## src/rtl/spi_rx_fifo_pkg.sv

```systemverilog
`default_nettype none
// ============================================================================
// Module  : spi_rx_fifo_pkg
// Brief   : Register map, status bit positions and bus FSM states for
//           the SPI receive FIFO.
// Revision: 1.0 - initial release
// ============================================================================
package spi_rx_fifo_pkg;

   localparam logic [31:0] WINDOW_SIZE = 32'h0000_0050;

   localparam logic [6:0] OFF_STATUS     = 7'h00;
   localparam logic [6:0] OFF_DATA0      = 7'h04;
   localparam logic [6:0] OFF_POP        = 7'h40;
   localparam logic [6:0] OFF_IRQ_ENABLE = 7'h44;
   localparam logic [6:0] OFF_IRQ_THRESH = 7'h48;
   localparam logic [6:0] OFF_CLEAR      = 7'h4C;

   localparam int ST_NOT_EMPTY = 0;
   localparam int ST_FULL      = 1;
   localparam int ST_OVERFLOW  = 2;
   localparam int ST_COUNT_LSB = 8;

   typedef enum logic [1:0] {
      BUS_IDLE     = 2'd0,
      BUS_RESP     = 2'd1,
      BUS_WAIT_LOW = 2'd2
   } bus_state_t;

endpackage
`default_nettype wire

```

## src/rtl/spi_rx_fifo_mem.sv

```systemverilog
`default_nettype none
// ============================================================================
// Module  : spi_rx_fifo_mem
// Brief   : DEPTH x (32*BLOCK_WORDS) block storage with pointers, occupancy
//           count and word-select read port on the head entry.
// Revision: 1.0 - initial release
// ============================================================================
module spi_rx_fifo_mem
   import spi_rx_fifo_pkg::*;
#(
   parameter int BLOCK_WORDS = 4,
   parameter int DEPTH       = 4,
   parameter int CW          = $clog2(DEPTH) + 1
) (
   input  logic                      clk,
   input  logic                      reset,
   input  logic                      push,
   input  logic [32*BLOCK_WORDS-1:0] push_data,
   input  logic                      pop,
   input  logic                      flush,
   input  logic [2:0]                rd_idx,
   output logic [31:0]               rd_word,
   output logic [CW-1:0]             count,
   output logic                      full,
   output logic                      empty
);

   localparam int PW = $clog2(DEPTH);

   logic [32*BLOCK_WORDS-1:0] storage [DEPTH];
   logic [PW-1:0]             wr_ptr;
   logic [PW-1:0]             rd_ptr;
   logic                      do_push;
   logic                      do_pop;
   logic [32*BLOCK_WORDS-1:0] head;

   assign full  = (count == CW'(DEPTH));
   assign empty = (count == '0);

   // Flush overrides everything; a pop frees the slot a full-FIFO push needs.
   assign do_pop  = pop && !empty && !flush;
   assign do_push = push && !flush && (!full || do_pop);

   always_ff @(posedge clk or posedge reset) begin
      if (reset) begin
         wr_ptr <= '0;
         rd_ptr <= '0;
         count  <= '0;
      end else if (flush) begin
         wr_ptr <= '0;
         rd_ptr <= '0;
         count  <= '0;
      end else begin
         if (do_push) wr_ptr <= wr_ptr + 1'b1;
         if (do_pop)  rd_ptr <= rd_ptr + 1'b1;
         if (do_push && !do_pop)      count <= count + 1'b1;
         else if (do_pop && !do_push) count <= count - 1'b1;
      end
   end

   always_ff @(posedge clk) begin
      if (do_push) storage[wr_ptr] <= push_data;
   end

   assign head = storage[rd_ptr];

   always_comb begin
      rd_word = '0;
      if (!empty) begin
         for (int i = 0; i < BLOCK_WORDS; i++) begin
            if (rd_idx == 3'(i)) rd_word = head[32*i +: 32];
         end
      end
   end

endmodule
`default_nettype wire

```

## src/rtl/spi_rx_fifo.sv

```systemverilog
`default_nettype none
// ============================================================================
// Module  : spi_rx_fifo
// Brief   : Multi-entry SPI receive FIFO with memory-bus register window,
//           status, threshold/overflow interrupt and flush.
//           Option: SPI_RX_FIFO_AUTOPOP_EN - reading the last DATA word pops.
// Revision: 1.0 - initial release
// ============================================================================
module spi_rx_fifo
   import spi_rx_fifo_pkg::*;
#(
   parameter logic [31:0] BASE_ADDR   = 32'h3000_0000,
   parameter int          BLOCK_WORDS = 4,
   parameter int          DEPTH       = 4,
   parameter int          THRESH_RST  = 1
) (
   input  logic                      clk,
   input  logic                      reset,
   input  logic                      mem_valid,
   output logic                      mem_ready,
   input  logic [31:0]               mem_addr,
   input  logic [31:0]               mem_wdata,
   input  logic [3:0]                mem_wstrb,
   output logic [31:0]               mem_rdata,
   input  logic [32*BLOCK_WORDS-1:0] spi_rx_data,
   input  logic                      spi_rx_valid,
   output logic                      irq_rx
);

   localparam int CW = $clog2(DEPTH) + 1;

   bus_state_t    state;
   bus_state_t    state_next;
   logic [31:0]   offset;
   logic          in_window;
   logic [6:0]    reg_off;
   logic [4:0]    word_off;
   logic [4:0]    data_idx;
   logic          is_data;
   logic          req;
   logic          wr_req;
   logic          rd_req;
   logic [31:0]   rd_val;
   logic [31:0]   rdata_q;
   logic [1:0]    irq_en;
   logic [6:0]    thresh;
   logic          overflow;
   logic          pop_wr;
   logic          autopop;
   logic          pop;
   logic          flush;
   logic          clr_ovf;
   logic [31:0]   fifo_word;
   logic [CW-1:0] count;
   logic          full;
   logic          empty;
   logic          unused_bits;

   assign offset    = mem_addr - BASE_ADDR;
   assign in_window = (offset < WINDOW_SIZE);
   assign reg_off   = {offset[6:2], 2'b00};
   assign word_off  = offset[6:2];
   assign data_idx  = word_off - 5'd1;
   assign is_data   = (word_off != 5'd0) && (data_idx < 5'(BLOCK_WORDS));

   assign req    = (state == BUS_IDLE) && mem_valid && in_window;
   assign wr_req = req && (mem_wstrb != 4'b0000);
   assign rd_req = req && (mem_wstrb == 4'b0000);

   assign pop_wr  = wr_req && (reg_off == OFF_POP);
   assign flush   = wr_req && (reg_off == OFF_CLEAR) && mem_wdata[0];
   assign clr_ovf = wr_req && (reg_off == OFF_CLEAR) && mem_wdata[1];
`ifdef SPI_RX_FIFO_AUTOPOP_EN
   assign autopop = rd_req && is_data && (data_idx == 5'(BLOCK_WORDS - 1));
`else
   assign autopop = 1'b0;
`endif
   assign pop = pop_wr || autopop;

   spi_rx_fifo_mem #(
      .BLOCK_WORDS (BLOCK_WORDS),
      .DEPTH       (DEPTH),
      .CW          (CW)
   ) u_mem (
      .clk       (clk),
      .reset     (reset),
      .push      (spi_rx_valid),
      .push_data (spi_rx_data),
      .pop       (pop),
      .flush     (flush),
      .rd_idx    (data_idx[2:0]),
      .rd_word   (fifo_word),
      .count     (count),
      .full      (full),
      .empty     (empty)
   );

   always_comb begin
      rd_val = '0;
      if (is_data) begin
         rd_val = fifo_word;
      end else begin
         case (reg_off)
            OFF_STATUS: begin
               rd_val[ST_NOT_EMPTY]             = !empty;
               rd_val[ST_FULL]                  = full;
               rd_val[ST_OVERFLOW]              = overflow;
               rd_val[ST_COUNT_LSB +: 8]        = 8'(count);
            end
            OFF_IRQ_ENABLE: rd_val[1:0] = irq_en;
            OFF_IRQ_THRESH: rd_val[6:0] = thresh;
            default:        rd_val      = '0;
         endcase
      end
   end

   // The responded state holds off a second response while the master
   // keeps mem_valid asserted past its ready pulse.
   always_comb begin
      state_next = state;
      mem_ready  = 1'b0;
      case (state)
         BUS_IDLE: if (req) state_next = BUS_RESP;
         BUS_RESP: begin
            mem_ready  = 1'b1;
            state_next = mem_valid ? BUS_WAIT_LOW : BUS_IDLE;
         end
         BUS_WAIT_LOW: if (!mem_valid) state_next = BUS_IDLE;
         default: state_next = BUS_IDLE;
      endcase
   end

   always_ff @(posedge clk or posedge reset) begin
      if (reset) begin
         state    <= BUS_IDLE;
         rdata_q  <= '0;
         irq_en   <= '0;
         thresh   <= 7'(THRESH_RST);
         overflow <= 1'b0;
      end else begin
         state <= state_next;
         if (req) rdata_q <= rd_req ? rd_val : 32'h0;
         if (wr_req && reg_off == OFF_IRQ_ENABLE) irq_en <= mem_wdata[1:0];
         if (wr_req && reg_off == OFF_IRQ_THRESH)
            thresh <= (mem_wdata[6:0] == 7'd0) ? 7'd1 : mem_wdata[6:0];
         if (spi_rx_valid && full && !pop && !flush) overflow <= 1'b1;
         else if (clr_ovf)                            overflow <= 1'b0;
      end
   end

   assign mem_rdata = mem_ready ? rdata_q : 32'h0;
   assign irq_rx    = (irq_en[0] && (7'(count) >= thresh)) || (irq_en[1] && overflow);

   assign unused_bits = ^{mem_wdata[31:7], offset[1:0]};

endmodule
`default_nettype wire

```

## config.mk

```make
export PLATFORM = sky130hd
export DESIGN_NAME = spi_rx_fifo
export DESIGN_NICKNAME = d
export VERILOG_FILES = /design/src/rtl/spi_rx_fifo_pkg.sv /design/src/rtl/spi_rx_fifo_mem.sv /design/src/rtl/spi_rx_fifo.sv
export SDC_FILE = /design/constraint.sdc
export NUM_CORES = 1
export LEC_CHECK = 0
export CORE_UTILIZATION = 51
export CTS_CLUSTER_SIZE = 25
export DETAILED_ROUTE_END_ITERATION = 8
export GPL_TIMING_DRIVEN = 1
export PLACE_DENSITY = 0.83
export SKIP_CTS_REPAIR_TIMING = 1
export SYNTH_ARGS = -nofsm -noshare
export SYNTH_HDL_FRONTEND = slang
export SYNTH_SLANG_ARGS = --single-unit
```

## constraint.sdc

```tcl
create_clock -name clk -period 4.4 [get_ports clk]
set_input_delay 0.44 -clock clk [delete_from_list [all_inputs] [get_ports clk]]
set_output_delay 0.44 -clock clk [all_outputs]
set_load 0.02 [all_outputs]
```

==> impl_metrics.tcl <==
set metrics [dict create \
    nets 1538 \
    clockRootBuffer "clkbuf_16" \
    syn_avg_cell_area_um2 20.4 \
    routed_wl_mm 48.8 \
    synthFlopType "edfxtp_1" \
    rsz0062_at_grt "no" \
    syn_inst 1093 \
    place_ws_ns 0.651 \
    fin_area_um2 27000 \
    start_util_pct 51.8 \
    final-seq-area_um2 16700 \
    post-route-period-util_pct 72.5 \
    drt-pass1-iter-count 5 \
    required_ns 3.96 \
    ys_seq_elements 563 \
    regToRegStartpoint "state[0]$_DFFE_PP0P_" \
    hpwl_mm 30.6 \
    post-route-util_pct 62.7 \
    die_width_um 211 \
    cp-start-kind "flip-flop" \
    clockBufferDepth 3 \
    drv_cap 0 \
    reg2reg_setup_slack_ns 1.46 \
    outcome "completed" \
    dieArea_um2 44600 \
    multi_input_area_um2 5360 \
    globalplace.congestion 0.864 \
    die_h_um 211 \
    p_leak_nw 8.79 \
    drc 0 \
    grt_pass1_vias 12100 \
    relSlewSlack_pct 45.2 \
    arrival_ns 2.75 \
    cts.sinks 563 \
    antenna_left 0 \
    drive_gt1_share_pct 21.2 \
    powerDensity_nw_per_um2 491 \
    insertion_delay_ns 0.61 \
    final-hold-violation-count 0 \
    grt_overflow 0 \
    ff2ff_path_depth 11 \
    netlist.area_leader.share_pct 68.9 \
    period_minus_slack_ns 3.19 \
    routed-via-count 11700 \
    cp-end-kind "output pin" \
    vias_per_cell 5.96 \
    synth-edff-count 512 \
    critical_path_class "reg -> out" \
    wl_per_cell_um 24.9 \
    crit_path_max_fanout 23 \
    grt_antenna_before_repair 8 \
    synth.distinct_cells 61 \
    fin_ws_ns 1.21 \
    stdcell_count 1963 \
    critical_path.reg2reg.endpoint "u_mem.count[2]$_DFFE_PP0P_" \
    ir_drop_v 0.000370 \
    yosys-top-cells-area "edfxtp_1 (69%), mux4_2 (13%), dfrtp_1 (5.6%)" \
    core_um2 43100 \
    finalSetupTns_ns 0 \
    io_buffer_count 206 \
    fmax_mhz 313 \
    netlist_area_um2 22300 \
    syn-num-nets 1301 \
    path_clk_slew_ns 0.06 \
    finalMaxSlewViolations 0 \
    nFillCells 2906 \
    placed_area_um2 25200 \
    htree_levels 2 \
    dp_cells 1857 \
    grt_pass1_wl_mm 73.5 \
    fp-row-count 76 \
    yosys.area.top_type "edfxtp_1" \
    num_io_pins 234 \
    async_reset_ff_share_pct 9.06 \
    finalSetupViolations 0 \
    drtIter0Drc 989 \
    tightest_slew_ns 0.822 \
    area_growth_pct 21.1 \
    hp-class "in -> async" \
    cts_tree "built" \
    grt_max_degree 58 \
    finClkSkew_ns 0.0186 \
    cts_made_buffers 56 \
    yosys_warnings 0 \
    grtUsageTotal_pct 22.4 \
    synth_seq_area_share_pct 74.7 \
]
-- final cells by class --
| class | count | share of cell area, % |
|---|---|---|
| Antenna cell | 4 | 0.0371 |
| Timing Repair Buffer | 238 | 9.09 |
| Clock inverter | 27 | 0.912 |
| Multi-Input combinational cell | 461 | 19.8 |
| Clock buffer | 75 | 5.60 |
| Inverter | 10 | 0.139 |
| Sequential cell | 563 | 61.7 |
| Tap cell | 585 | 2.71 |
-- per-stage QoR --
step                hold WS [ns]  power [mW]
floorplan                  0.440        8.04
global placement           0.473        8.73
detailed placement         0.473        8.84
CTS                       0.0302        13.4
global route              0.0436        13.7
finish                    0.0532        13.3
-- layer usage --
metal  track usage (%)  wire length (um)  up-vias
met1              29.4             18900     6109
met5                 0                72        -
met3              5.03              3670       82
met2              37.5             25000      463
met4              7.30              1230       10
li1                  -                 -     5034
-- sequential cells by signal, summed over array words and instances (netlist names), 2 cells and up --
signal	count
irq_en	2
rdata_q	32
state	2
thresh	7
u_mem.count	3
u_mem.rd_ptr	2
u_mem.storage	512
u_mem.wr_ptr	2
-- how the worst max path moves through the flow --
stage	start	end	slack, ns	cells after the start
2_1_floorplan	mem_wstrb[1]	u_mem.storage[0][0]$_DFFE_PP_	0.69	5
3_3_place_gp	mem_addr[28]	u_mem.count[2]$_DFFE_PP0P_	0.76	12
3_5_place_dp	mem_addr[28]	u_mem.count[2]$_DFFE_PP0P_	0.65	12
4_1_cts	state[1]$_DFFE_PP0P_	mem_rdata[14]	1.14	4
5_1_grt	mem_addr[28]	u_mem.count[2]$_DFFE_PP0P_	1.09	12
6_report	state[0]$_DFFE_PP0P_	mem_rdata[14]	1.21	4
-- cells in the mapped netlist, drive strengths merged (6+ instances only) --
cell type	count
mux2i	6
edfxtp	512
o21ai	28
nand2	20
mux4	128
nand4	17
nor4	14
nor2	12
nand3	14
a21oi	15
nor3	6
mux2	35
a22oi	46
ha	7
clkbuf	32
and2	37
dfrtp	50
nand3b	8
inv	10
a22o	8
buf	27
o31ai	7
-- cells in the final DEF (no fill, tap or decap), types with 4 or more instances in the layout --
master	netlist	final
buf_12	0	13
mux4_2	128	128
buf_4	4	19
nor3_1	5	5
edfxtp_1	512	512
nor4_1	9	9
clkbuf_16	0	57
mux2_2	29	29
o21ai_1	27	27
a22oi_1	46	46
and3_1	4	4
a21boi_0	5	5
clkinv_1	0	13
diode_2	0	4
ha_1	7	7
and2_1	37	33
a21oi_1	15	15
and4_1	4	4
nand3_1	14	14
nand3b_1	8	8
mux2_1	6	6
mux2i_1	6	6
nand4_1	15	15
a22o_1	8	8
nand2_1	20	20
inv_1	10	9
and2_4	0	4
clkinv_2	0	5
clkbuf_1	32	16
clkdlybuf4s50_1	0	204
o31ai_1	7	7
nor2_1	12	12
dfrtp_1	50	48
-- worst max-delay path: stages, from the launching register on --
cell,delay (ns)
dfrtp_1,0.38
nor2b_2,0.48
buf_4,0.38
and2_1,0.25
clkdlybuf4s50_1,0.63
-- cell families (layout without fill, tap and decap cells) --
| logic type | after synthesis | count (layout) | share of synthesized area (%) |
|---|---|---|---|
| other | 0 | 4 | 0 |
| multiplexers | 169 | 169 | 15.0 |
| adder cells (fa/ha/maj) | 8 | 8 | 0.482 |
| XOR/XNOR | 2 | 2 | 0.0786 |
| flip-flops | 563 | 563 | 74.7 |
| AND/OR/NAND/NOR | 161 | 161 | 4.74 |
| buffers and inverters | 69 | 350 | 1.37 |
| AO/OA/AOI/OAI | 121 | 121 | 3.69 |
-- where the power goes --
part / leakage (nW) / internal (mW) / switching (mW) / total (mW)
Clock: 0.851 / 2.59 / 1.95 / 4.54
Combinational: 2.58 / 0.630 / 0.969 / 1.60
Sequential: 5.36 / 6.89 / 0.225 / 7.11
Total: 8.79 / 10.1 / 3.14 / 13.3
No activity file was read; power rests on OpenSTA's default activity.
